`config.mk`:
```
export PLATFORM = sky130hd
export DESIGN_NAME = tick_generator
export DESIGN_NICKNAME = d
export VERILOG_FILES = /design/src/rtl/tick_pkg.sv /design/src/rtl/tick_channel.sv /design/src/rtl/tick_generator.sv
export SDC_FILE = /design/constraint.sdc
export NUM_CORES = 1
export LEC_CHECK = 0
export ABC_AREA = 1
export BUFFER_PORTS_ARGS = -buffer_cell sky130_fd_sc_hd__buf_2
export CORE_ASPECT_RATIO = 0.5
export CORE_MARGIN = 1.5
export CORE_UTILIZATION = 50
export CTS_CLUSTER_SIZE = 25
export DETAILED_ROUTE_END_ITERATION = 10
export PLACE_DENSITY = 0.77
export SYNTH_ARGS = -nofsm -noshare
export SYNTH_HDL_FRONTEND = slang
export SYNTH_SLANG_ARGS = --single-unit
```
`constraint.sdc`:
```
create_clock -name clk_in -period 5.51 [get_ports clk_in]
set_input_delay 0.551 -clock clk_in [delete_from_list [all_inputs] [get_ports clk_in]]
set_output_delay 0.551 -clock clk_in [all_outputs]
set_load 0.05 [all_outputs]
```
`src/rtl/tick_pkg.sv`:
```
// Tick generator package.
// Holds the mode encoding and the default parameter values used by the
// tick_generator top and its per-channel divider.
package tick_pkg;
    localparam logic MODE_PULSE  = 1'b0;
    localparam logic MODE_TOGGLE = 1'b1;

    localparam int unsigned DEF_NUM_CH = 2;
    localparam int unsigned DEF_CNT_W  = 28;
    localparam int unsigned DEF_DIV    = 65000000;
endpackage

```
`src/rtl/tick_channel.sv`:
```
// One divider channel.
// Counts 0..div_q, pulsing tick on the wrap edge; clk_out either follows
// tick (pulse mode) or flips on each wrap (toggle mode). A newly loaded
// divisor waits in pend_q until the period boundary so periods never tear.
//   clk_in, rst_n          : clock, async active-low reset
//   en, mode, load, sync   : count enable, output mode, divisor capture, restart
//   div_val                : divisor to capture on load
//   tick, clk_out, upd_ack : registered outputs
module tick_channel
    import tick_pkg::*;
#(
    parameter int unsigned CNT_W       = DEF_CNT_W,
    parameter int unsigned DEFAULT_DIV = DEF_DIV
) (
    input  logic             clk_in,
    input  logic             rst_n,
    input  logic             en,
    input  logic             mode,
    input  logic             load,
    input  logic             sync,
    input  logic [CNT_W-1:0] div_val,
    output logic             tick,
    output logic             clk_out,
    output logic             upd_ack
);
    localparam logic [CNT_W-1:0] RST_DIV = CNT_W'(DEFAULT_DIV);

    logic [CNT_W-1:0] cnt_q, cnt_d, div_q, div_d, pend_q, pend_d;
    logic             pend_v_q, pend_v_d;
    logic             tick_q, tick_d, clk_out_q, clk_out_d, ack_q, ack_d;
    logic             wrap;

    // ">=" rather than "==": a divisor applied while disabled may be smaller
    // than the held count, and this folds that case into an ordinary wrap.
    assign wrap = (cnt_q >= div_q);

    always_comb begin
        cnt_d     = cnt_q;
        div_d     = div_q;
        pend_d    = pend_q;
        pend_v_d  = pend_v_q;
        tick_d    = 1'b0;
        clk_out_d = clk_out_q;
        ack_d     = 1'b0;
        if (sync) begin
            cnt_d     = '0;
            clk_out_d = 1'b0;
            if (load) begin
                div_d    = div_val;
                pend_v_d = 1'b0;
                ack_d    = 1'b1;
            end else if (pend_v_q) begin
                div_d    = pend_q;
                pend_v_d = 1'b0;
                ack_d    = 1'b1;
            end
        end else begin
            if (en) begin
                if (wrap) begin
                    cnt_d     = '0;
                    tick_d    = 1'b1;
                    clk_out_d = (mode == MODE_TOGGLE) ? ~clk_out_q : 1'b1;
                end else begin
                    cnt_d     = cnt_q + CNT_W'(1);
                    clk_out_d = (mode == MODE_TOGGLE) ? clk_out_q : 1'b0;
                end
            end
            // Pending divisor swaps in at the period boundary, or at once
            // when the channel is idle.
            if (pend_v_q && (!en || wrap)) begin
                div_d    = pend_q;
                pend_v_d = 1'b0;
                ack_d    = 1'b1;
            end
            // A load on the same edge stays pending for the next boundary.
            if (load) begin
                pend_d   = div_val;
                pend_v_d = 1'b1;
            end
        end
    end

    always_ff @(posedge clk_in or negedge rst_n) begin
        if (!rst_n) begin
            cnt_q     <= '0;
            div_q     <= RST_DIV;
            pend_q    <= RST_DIV;
            pend_v_q  <= 1'b0;
            tick_q    <= 1'b0;
            clk_out_q <= 1'b0;
            ack_q     <= 1'b0;
        end else begin
            cnt_q     <= cnt_d;
            div_q     <= div_d;
            pend_q    <= pend_d;
            pend_v_q  <= pend_v_d;
            tick_q    <= tick_d;
            clk_out_q <= clk_out_d;
            ack_q     <= ack_d;
        end
    end

    assign tick    = tick_q;
    assign clk_out = clk_out_q;
    assign upd_ack = ack_q;
endmodule

```
`src/rtl/tick_generator.sv`:
```
// Multi-channel tick generator.
// NUM_CH independent programmable dividers sharing one clock and one
// phase-restart (sync) input. Per-channel buses are sliced here and every
// channel's behaviour lives in tick_channel.
//   clk_in, rst_n          : clock, async active-low reset
//   en, mode, load         : per-channel enable, mode (0 pulse, 1 toggle), load
//   div_val                : per-channel divisor, channel k at [k*CNT_W +: CNT_W]
//   sync                   : restart all channels
//   tick, clk_out, upd_ack : per-channel registered outputs
module tick_generator
    import tick_pkg::*;
#(
    parameter int unsigned NUM_CH      = DEF_NUM_CH,
    parameter int unsigned CNT_W       = DEF_CNT_W,
    parameter int unsigned DEFAULT_DIV = DEF_DIV
) (
    input  logic                    clk_in,
    input  logic                    rst_n,
    input  logic [NUM_CH-1:0]       en,
    input  logic [NUM_CH-1:0]       mode,
    input  logic [NUM_CH*CNT_W-1:0] div_val,
    input  logic [NUM_CH-1:0]       load,
    input  logic                    sync,
    output logic [NUM_CH-1:0]       tick,
    output logic [NUM_CH-1:0]       clk_out,
    output logic [NUM_CH-1:0]       upd_ack
);
    for (genvar g = 0; g < NUM_CH; g++) begin : g_ch
        tick_channel #(
            .CNT_W      (CNT_W),
            .DEFAULT_DIV(DEFAULT_DIV)
        ) u_ch (
            .clk_in (clk_in),
            .rst_n  (rst_n),
            .en     (en[g]),
            .mode   (mode[g]),
            .load   (load[g]),
            .sync   (sync),
            .div_val(div_val[g*CNT_W +: CNT_W]),
            .tick   (tick[g]),
            .clk_out(clk_out[g]),
            .upd_ack(upd_ack[g])
        );
    end
endmodule

```
==> summary.md, run 1 <==
| Metric | Value |
|---|---|
| M1 GR Usage | 32.4% |
| Cell Pwr Density | 295 nW/um^2 |
| Vias per cell | 5.19 |
| Worst hold path class | input port to asynchronous set/reset pin |
| Gr usage total | 23.7% |
| DP HPWL | 17100 microns |
| Reg clk slew, reported paths | 0.06 ns |
| Synth top cells by count | 468 x nand2_1, 218 x inv_1, 128 x o21ai_0 |
| First-pass GRT wire length | 40900 microns |
| Largest cells by area after synthesis | dfrtp_1 29%, nand2_1 17%, dfstp_2 14% |
| Critical path class | input port to flip-flop |
| Met3 Use GR | 4.15% |
| First-pass detailed-route iteration total | 5 |
| Worst-Skew Late Latency | 0.44 ns |
| Seq/Total Area, Yosys | 43.1% |
| Worst Setup EP | g_ch[1].u_ch.div_q[10]$_DFFE_PN0P_ |
| GP Congestion | 0.901 |
| Worst-case clock buffer depth | 2 |
| Most frequent CP cell | nand2_1 |
| Max H-tree Level | 4 |
| Core Rows | 36 |
| Max Fclk | 0.363 GHz |
| Critical Path Start Type | input port |
| Vias in the first global route | 8469 |
| GRT busiest layer | met2 |
| Cell breakdown of the critical path | buf_2 -> nand2_1 -> buf_4 -> nand2_1 -> nand2_1 -> nand2_1 -> nand2_1 |
| Port Buf Inserts | 70 |
| WP data arrival | 3.12 ns |
| Period minus WS final | 2.75 ns |
| Yosys Warn Count | 0 |
| Max Cap Violations | 0 |
| CTS tree | built |
| Die ar. | 21700 sq um |
| Die Y | 105 microns |
| Gate power share | 16.5% |
| IO Count | 71 |
| Top FF cell, synth | dfrtp_1 |
| Crit-path max cell delay | 0.95 ns |
| Relative slew slack | 34.8% |
| Fin. max-slew vios | 0 |
| Inserted Clock Buffers | 17 |
| DRC | 0 |
| Finished Layout Cells | 1729 |
| Critical path required time | 5.88 ns |
| Post-CTS Setup Repair Bufs | 0 |
| Final Cycle Share | 50.0% |
| Synth area leader | dfrtp_1 |
| Yosys top cell area share | 29.0% |
| GRT overflow | 0 |
| Largest net degree at the start of global routing | 65 |
| Final Setup Violations | 0 |
| Cells after DPL | 1697 |
| Share of power burned in the clock network | 36.8% |
| Sinks on the clock net | 176 |
| Sequential power share | 46.8% |
| Worst-Margin Slew | 0.976 ns |
| Final hold violations | 0 |
| Internal | 2.39 mW |
| M2 GR Usage | 37.9% |
| Final wirelength | 23700 microns |
| R2R depth | 10 |
| Crit path max-delay cell type | nand2_1 |
| Cells after Synth | 1412 |
| Routed length per instance | 13.7 microns |
| Most numerous cell in the Yosys netlist | nand2_1 |
| Area Growth Syn to Fin | 9.81% |
| Synthesized net count | 1535 |
| Clk root buf | clkbuf_16 |
| CTS resizes | 0 |
| RSZ-0062 raised after global routing | false |
| Lkg Pwr | 5.74 nW |
| Reg-to-reg critical path startpoint | g_ch[1].u_ch.div_q[9]$_DFFE_PN1P_ |
| Fin Setup TNS | 0 ns |
| Synth Register Bits | 176 |
| Initial Util | 52.1% |
| Routed Antenna Nets | 0 |
| Worst Setup End Kind | flip-flop |
| Peak VDD IR | 0.210 mV |
| Synth async-reset ratio | 100% |
| Status | completed |
| Area of the core | 19900 sq um |
| Sw Pwr | 0.970 mW |
| Avg Inst Size Synth | 7.35 sq um |
| Final design utilization | 57.2% |
| First DRT Iteration DRCs | 683 |
| Layout cells sized above 1 | 11.8% |
| EDFF count, synth | 0 |
| Critical Path Start | sync |
| Initial antenna violation count | 0 |
| N_diodes | 0 |
| Worst r2r dst | g_ch[1].u_ch.div_q[10]$_DFFE_PN0P_ |
| Final Skew | 0.0108 ns |
| Sw Share | 28.9% |
| CP Max Fanout | 57 |
| Synthesized area | 10400 sq um |
| Vias | 8979 |
| Die width | 207 microns |
| Flop2flop setup slack | 2.94 ns |
| Netlist cell types | 29 |
| Hold-fix buffers, CTS | 0 |
| Nets | 1573 |
worst min-delay path by stage:
stage	startpoint	end	slack (ns)	depth (start not counted)
floorplan	rst_n	g_ch[0].u_ch.clk_out$_DFFE_PN0P_	0.26	0
global placement	g_ch[0].u_ch.div_q[22]$_DFFE_PN1P_	g_ch[0].u_ch.div_q[22]$_DFFE_PN1P_	0.45	2
detailed placement	g_ch[1].u_ch.div_q[24]$_DFFE_PN1P_	g_ch[1].u_ch.div_q[24]$_DFFE_PN1P_	0.46	2
CTS	rst_n	g_ch[1].u_ch.cnt_q[2]$_DFFE_PN0P_	0.11	1
global route	rst_n	g_ch[1].u_ch.cnt_q[4]$_DFFE_PN0P_	0.13	1
finish	rst_n	g_ch[1].u_ch.div_q[5]$_DFFE_PN0P_	0.10	1
critical path, delay by kind of cell:
family                 cells  cell delay (ns)
buffers and inverters      2             0.56
AND/OR/NAND/NOR            5             1.96
placed cells by master, fill, tap and decap left out, types with 44 or more instances in the layout:
| cell type | netlist | final |
|---|---|---|
| nand2_1 | 468 | 468 |
| dfstp_2 | 56 | 56 |
| buf_2 | 14 | 69 |
| o22ai_1 | 44 | 44 |
| o21ai_0 | 128 | 128 |
| inv_1 | 218 | 218 |
| nor2_1 | 82 | 82 |
| dfrtp_1 | 120 | 120 |
| ha_1 | 58 | 58 |
| nand3_1 | 94 | 94 |
per-layer routing:
layer	routed length [microns]	share of wire (%)
met3	1270	5.4
met1	10900	46
met4	423	1.8
met5	0	0
met2	11200	47
kinds of logic (layout without fill, tap and decap cells):
| logic type | count (synthesis) | after routing | synth area share [%] |
|---|---|---|---|
| AO/OA/AOI/OAI | 195 | 195 | 10.1 |
| XOR/XNOR | 27 | 27 | 2.28 |
| adder cells (fa/ha/maj) | 58 | 58 | 7.00 |
| buffers and inverters | 277 | 328 | 11.1 |
| flip-flops | 176 | 176 | 43.1 |
| AND/OR/NAND/NOR | 679 | 679 | 26.4 |
per-stage QoR:
stage / setup slack (ns) / power [mW] / hold slack, ns / instance area, sq um
floorplan: 3.59 / 1.98 / 0.255 / 10400
global placement: 2.54 / 2.11 / 0.450 / 10800
detailed placement: 2.38 / 2.14 / 0.455 / 10800
CTS: 2.80 / 3.39 / 0.111 / 11400
global route: 2.37 / 3.56 / 0.130 / 11400
finish: 2.76 / 3.36 / 0.102 / 11400
state kept, by name (all words and copies together) (netlist names):
signal,flops
g_ch.u_ch.cnt_q,56
g_ch.u_ch.div_q,56
g_ch.u_ch.pend_q,56
g_ch.u_ch.clk_out,2
g_ch.u_ch.pend_v_q,2
g_ch.u_ch.tick,2
g_ch.u_ch.upd_ack,2
power groups by stage:
| stage | Clock (mW) | Combinational, mW | Sequential, mW |
|---|---|---|---|
| 3_3_place_gp | 0 | 0.518 | 1.59 |
| 5_1_grt | 1.31 | 0.660 | 1.59 |
| 3_5_place_dp | 0 | 0.552 | 1.59 |
| 6_report | 1.23 | 0.553 | 1.57 |
| 2_1_floorplan | 0 | 0.416 | 1.57 |
| 4_1_cts | 1.26 | 0.560 | 1.57 |
cell type report:
cell class / count / area, sq um
fillers: 1833 / 8520
clock inverters: 12 / 130
repair buffers: 78 / 417
flip-flops and latches: 176 / 4470
well taps: 266 / 333
multi-input cells: 959 / 4750
clock buffers: 20 / 467
inverters: 218 / 818
Note: power is estimated with default switching activity, not from simulation.
==> run 2: changes to the inputs <==
==> constraint.sdc (replaced) <==
create_clock -name clk_in -period 2.9 [get_ports clk_in]
set_input_delay 0.29 -clock clk_in [delete_from_list [all_inputs] [get_ports clk_in]]
set_output_delay 0.29 -clock clk_in [all_outputs]
set_load 0.05 [all_outputs]
==> summary.md, run 2 (synthesized netlist as in run 1, its figures left out) <==
| Metric | Value |
|---|---|
| Status | completed |
| CTS tree | built |
| Area after DPL | 10900 sq um |
| Sinks on the clock net | 176 |
| First DRT Iteration DRCs | 648 |
| Port Buf Inserts | 70 |
| Max Cap Violations | 0 |
| Initial antenna violation count | 0 |
| Vias in the first global route | 8660 |
| First-pass GRT wire length | 40700 microns |
| RSZ-0062 raised after global routing | false |
| Cell breakdown of the critical path | inv_1 -> ha_1 -> nand2_1 -> nor2_1 -> inv_1 -> nor2_1 -> nand2_1 -> nand2_1 -> nand2_2 -> nand3_2 -> buf_4 -> nand3_1 -> nand2_1 |
| Worst hold slack | 0.0829 ns |
| Die Y | 105 microns |
| WP data arrival | 2.75 ns |
| Fin. max-slew vios | 0 |
| Initial Util | 52.1% |
| CP Max Fanout | 57 |
| Final design utilization | 57.6% |
| Relative slew slack | 47.9% |
| Critical path class | flip-flop to flip-flop |
| Worst hold path class | input port to flip-flop |
| Cells after DPL | 1704 |
| Routed Antenna Nets | 0 |
| Clk root buf | clkbuf_16 |
| Dpl ws | 0.582 ns |
| Reg clk slew, reported paths | 0.07 ns |
| Peak VDD IR | 0.434 mV |
| Top delay family on crit path | simple AND/OR/NAND/NOR gates |
| Final Setup Violations | 0 |
| Vias per cell | 5.24 |
| Cell Pwr Density | 562 nW/um^2 |
| Die ar. | 21700 sq um |
| DP HPWL | 17100 microns |
| Die width | 207 microns |
| Worst-Margin Slew | 0.780 ns |
| Most frequent cells in the layout | 468 x nand2_1, 218 x inv_1, 128 x o21ai_0 |
| Most frequent CP cell | nand2_1 |
| Worst-case clock buffer depth | 2 |
| Inserted Clock Buffers | 17 |
| Cell area after layout | 11500 sq um |
| Final wirelength | 23800 microns |
| Total power | 6.45 mW |
| Worst Setup End Kind | flip-flop |
| Final Skew | 0.0102 ns |
| Fin Setup TNS | 0 ns |
| Commonest non-fill, non-tap cell in the layout | nand2_1 |
| Vias | 9094 |
| Max H-tree Level | 4 |
| Final hold violations | 0 |
| CTS resizes | 0 |
| CP bufs+invs | 3 |
| Lkg Pwr | 5.78 nW |
| Routed length per instance | 13.7 microns |
| Max Fclk | 0.421 GHz |
| Crit path max-delay cell type | dfstp_2 |
| Gr usage total | 23.3% |
| Critical path required time | 3.27 ns |
| Area of the core | 19900 sq um |
| First-pass detailed-route iteration total | 5 |
| GRT overflow | 0 |
| Largest net degree at the start of global routing | 71 |
| Largest registers | g_ch.u_ch.cnt_q x56, g_ch.u_ch.div_q x56, g_ch.u_ch.pend_q x56 |
| N_diodes | 0 |
| Critical Path Start Type | flip-flop |
| Area Growth Syn to Fin | 10.6% |
| Crit-path max cell delay | 0.53 ns |
| Fill count | 1818 |
| Worst-Skew Late Latency | 0.44 ns |
| Finished Layout Cells | 1737 |
| GP Congestion | 0.942 |
| DRC | 0 |
| Layout cells sized above 1 | 12.0% |
| Nets | 1581 |
| Period minus WS final | 2.37 ns |
| Flop2flop setup slack | 0.53 ns |
| Core Rows | 36 |
| Final Cycle Share | 81.9% |
| Post-layout worst setup margin | 0.526 ns |
| IO Count | 71 |
run 2: worst paths after layout:
kind                                               startpoint  cells after the start                                   to
setup / recovery            g_ch[0].u_ch.div_q[9]$_DFFE_PN1P_                     13    g_ch[0].u_ch.div_q[2]$_DFFE_PN0P_
hold / removal                                    div_val[22]                      3  g_ch[0].u_ch.pend_q[22]$_DFFE_PN1P_
setup reg to reg            g_ch[0].u_ch.div_q[9]$_DFFE_PN1P_                     13    g_ch[0].u_ch.div_q[2]$_DFFE_PN0P_
hold reg to reg            g_ch[1].u_ch.div_q[20]$_DFFE_PN1P_                      2   g_ch[1].u_ch.div_q[20]$_DFFE_PN1P_
max in group asynchronous                               rst_n                      3   g_ch[1].u_ch.div_q[22]$_DFFE_PN1P_
min in group asynchronous                               rst_n                      2    g_ch[1].u_ch.div_q[5]$_DFFE_PN0P_
run 2: routing by layer:
metal | up-vias | track usage (%) | wire length [microns]
met3 | 42 | 5.02 | 1350
met2 | 260 | 38.3 | 11300
li1 | 4520 | - | -
met5 | - | 0 | 0
met4 | 0 | 6.88 | 450
met1 | 4272 | 30.8 | 10700
run 2: worst reg2reg max path, cell delays in order (launching register included):
cell     delay, ns
dfstp_2       0.53
inv_1         0.04
ha_1          0.30
nand2_1       0.06
nor2_1        0.13
inv_1         0.06
nor2_1        0.10
nand2_1       0.06
nand2_1       0.08
nand2_2       0.08
nand3_2       0.09
buf_4         0.48
nand3_1       0.18
nand2_1       0.11
run 2: repair_timing:
action | 4_1_cts | 5_1_grt
buffers inserted | 0 | 0
hold buffers | 1 | 0
endpoints found under the hold margin | 47 | 0
run 2: power by group:
group | switching (mW) | internal, mW
clock network | 0.992 | 1.40
registers | 0.160 | 2.82
logic | 0.684 | 0.387
run 2: final cells by class:
type | count | area [sq um] | area share, %
Timing Repair Buffer | 86 | 492 | 4.29
Tap cell | 266 | 333 | 2.90
Clock buffer | 23 | 468 | 4.08
Inverter | 218 | 818 | 7.14
Sequential cell | 176 | 4470 | 39.0
Multi-Input combinational cell | 959 | 4750 | 41.4
Clock inverter | 9 | 133 | 1.16
==> run 3: changes to the inputs <==
--- a/config.mk
+++ b/config.mk
@@ -5,14 +5,14 @@
 export SDC_FILE = /design/constraint.sdc
 export NUM_CORES = 1
 export LEC_CHECK = 0
-export ABC_AREA = 1
+export ABC_AREA = 0
 export BUFFER_PORTS_ARGS = -buffer_cell sky130_fd_sc_hd__buf_2
 export CORE_ASPECT_RATIO = 0.5
 export CORE_MARGIN = 1.5
 export CORE_UTILIZATION = 50
 export CTS_CLUSTER_SIZE = 25
 export DETAILED_ROUTE_END_ITERATION = 10
-export PLACE_DENSITY = 0.77
+export PLACE_DENSITY = 0.8
 export SYNTH_ARGS = -nofsm -noshare
 export SYNTH_HDL_FRONTEND = slang
 export SYNTH_SLANG_ARGS = --single-unit
==> constraint.sdc (replaced) <==
create_clock -name clk_in -period 2.1 [get_ports clk_in]
set_input_delay 0.21 -clock clk_in [delete_from_list [all_inputs] [get_ports clk_in]]
set_output_delay 0.21 -clock clk_in [all_outputs]
set_load 0.05 [all_outputs]
==> summary.md, run 3 <==
| Metric | Value |
|---|---|
| Max Cap Violations | 0 |
| Finished Layout Cells | 1641 |
| Initial antenna violation count | 0 |
| DP HPWL | 20300 microns |
| Vias in the first global route | 11200 |
| Final Cycle Share | 136% |
| Core Rows | 36 |
| Routed length per instance | 25.1 microns |
| Yosys top cell area share | 29.2% |
| Sinks on the clock net | 176 |
| Layout cells sized above 1 | 50.5% |
| Gr usage total | 35.6% |
| Worst-case clock buffer depth | 2 |
| Most frequent cells in the layout | 176 x buf_4, 120 x dfrtp_1, 69 x buf_2 |
| Worst hold slack | 0.0131 ns |
| Total power | 9.84 mW |
| Multi-input gate area | 6720 sq um |
| Worst-Skew Late Latency | 0.47 ns |
| Area Growth Syn to Fin | 53.7% |
| Commonest non-fill, non-tap cell in the layout | buf_4 |
| CP Max Fanout | 6 |
| Synth Register Bits | 176 |
| Port Buf Inserts | 70 |
| Largest net degree at the start of global routing | 70 |
| Relative slew slack | 49.4% |
| Vias per cell | 6.76 |
| GRT overflow | 0 |
| CTS tree | built |
| Reg clk slew, reported paths | 0.07 ns |
| EDFF count, synth | 0 |
| Synth top cells by count | 120 x dfrtp_1, 70 x inv_1, 70 x nand2_1 |
| Die width | 206 microns |
| Critical Path Start Type | flip-flop |
| Synthesized net count | 1167 |
| Crit-path max cell delay | 0.53 ns |
| Violated checks | negative setup slack |
| CP bufs+invs | 4 |
| Avg Inst Size Synth | 9.85 sq um |
| Final Setup Violations | 120 |
| Max H-tree Level | 4 |
| Most numerous cell in the Yosys netlist | dfrtp_1 |
| Worst Setup End Kind | flip-flop |
| Register area | 4470 sq um |
| Inserted Clock Buffers | 17 |
| First-pass detailed-route iteration total | 6 |
| Hold_sp | div_val[37] |
| Die ar. | 21500 sq um |
| Final wirelength | 41200 microns |
| Lkg Pwr | 6.96 nW |
| Cells after DPL | 1491 |
| Peak VDD IR | 0.862 mV |
| Fin. max-slew vios | 0 |
| Initial Util | 51.9% |
| Synth area leader | dfrtp_1 |
| DRC | 0 |
| Largest registers | g_ch.u_ch.cnt_q x56, g_ch.u_ch.div_q x56, g_ch.u_ch.pend_q x56 |
| Critical path class | flip-flop to flip-flop |
| Netlist cell types | 75 |
| Yosys Warn Count | 0 |
| Cell breakdown of the critical path | inv_2 -> ha_4 -> nand4_1 -> a2111oi_4 -> o31a_1 -> buf_12 -> o21ai_4 -> buf_12 -> buf_4 -> a222oi_1 |
| WP data arrival | 3.17 ns |
| Max Fclk | 0.351 GHz |
| Nets | 1485 |
| Critical path required time | 2.42 ns |
| Vias | 11100 |
| Synthesized area | 10300 sq um |
| N_diodes | 0 |
| Cells after Synth | 1044 |
| Post-layout worst setup margin | -0.750 ns |
| IO Count | 71 |
| First-pass GRT wire length | 59300 microns |
| Area of the core | 19800 sq um |
| Final hold violations | 0 |
| First DRT Iteration DRCs | 1295 |
| RSZ-0062 raised after global routing | true |
| Worst hold path class | input port to flip-flop |
| Final Skew | 0.0125 ns |
| Top FF cell, synth | dfrtp_1 |
| Routed Antenna Nets | 0 |
| Crit path max-delay cell type | dfstp_2 |
| Seq/Total Area, Yosys | 43.5% |
| GP Congestion | 0.901 |
| Status | finished, violations left |
| Clk root buf | clkbuf_16 |
| Period minus WS final | 2.85 ns |
| Top delay family on crit path | compound AO/OA/AOI/OAI gates |
| Die Y | 104 microns |
| Fin Setup TNS | -61.99 ns |
| Synth async-reset ratio | 100% |
| Critical Path Start | g_ch[0].u_ch.div_q[9]$_DFFE_PN1P_ |
| Worst-Margin Slew | 0.752 ns |
| Most frequent CP cell | buf_12 |
| Fill count | 1020 |
| Final design utilization | 79.7% |
| Cell Pwr Density | 623 nW/um^2 |
| Reg-to-reg critical path startpoint | g_ch[0].u_ch.div_q[9]$_DFFE_PN1P_ |
| Largest cells by area after synthesis | dfrtp_1 29%, dfstp_2 14%, ha_1 7.1% |
[run 3: repair_timing]
item	in CTS	in global routing
setup endpoints to repair	120	120
hold buffers	51	1
resized for setup	183	108
cloned	13	4
setup buffers	40	23
pin swaps	80	49
hold endpoints to repair	96	1
[run 3: final cells by class]
class | instances | area share [%]
multi-input cells | 720 | 42.5
flip-flops and latches | 176 | 28.3
repair buffers | 375 | 21.7
clock buffers | 22 | 3.14
well taps | 266 | 2.11
inverters | 72 | 1.71
clock inverters | 10 | 0.475
[run 3: layer usage]
layer	wire length [microns]	GRT usage (%)
met1	15200	42.2
met2	19700	59.7
met3	3570	8.58
met4	2670	18.7
met5	0	0
[run 3: kinds of logic (layout without fill, tap and decap cells)]
family | count (synthesis) | count (layout) | share of synthesized area (%)
AO/OA/AOI/OAI | 305 | 306 | 20.8
adder cells (fa/ha/maj) | 58 | 58 | 7.06
buffers and inverters | 149 | 479 | 5.96
flip-flops | 176 | 176 | 43.5
multiplexers | 60 | 60 | 6.52
AND/OR/NAND/NOR | 296 | 296 | 16.1
[run 3: final timing paths]
check / end / slack (ns) / cells after the start
setup / recovery: g_ch[0].u_ch.div_q[26]$_DFFE_PN0P_ / -0.75 / 10
max in group asynchronous: g_ch[1].u_ch.div_q[23]$_DFFE_PN1P_ / 1.06 / 3
hold / removal: g_ch[1].u_ch.pend_q[9]$_DFFE_PN1P_ / 0.01 / 2
hold reg to reg: g_ch[1].u_ch.pend_q[11]$_DFFE_PN0P_ / 0.51 / 1
min in group asynchronous: g_ch[0].u_ch.cnt_q[8]$_DFFE_PN0P_ / 0.29 / 2
setup reg to reg: g_ch[0].u_ch.div_q[26]$_DFFE_PN0P_ / -0.75 / 10
[run 3: where the power goes]
group          switching (mW)  leakage (nW)  internal, mW
registers               0.254          2.12          3.90
logic                    1.22          4.56          1.25
clock network            1.52         0.283          1.69
total                    3.00          6.96          6.84
[run 3: worst reg2reg max path: stages, from the launching register on]
cell and delay, ns:
dfstp_2 0.53, inv_2 0.05, ha_4 0.29, nand4_1 0.25
a2111oi_4 0.37, o31a_1 0.30, buf_12 0.15, o21ai_4 0.06
buf_12 0.15, buf_4 0.14, a222oi_1 0.43
[run 3: through the flow]
| stage | worst slack (ns) | instance area [sq um] |
|---|---|---|
| after CTS | -0.478 | 15100 |
| after detailed placement | -0.713 | 12600 |
| after global placement | -0.632 | 12600 |
| after global routing | -0.708 | 15800 |
| final | -0.750 | 15800 |
| after floorplan | -0.337 | 10900 |
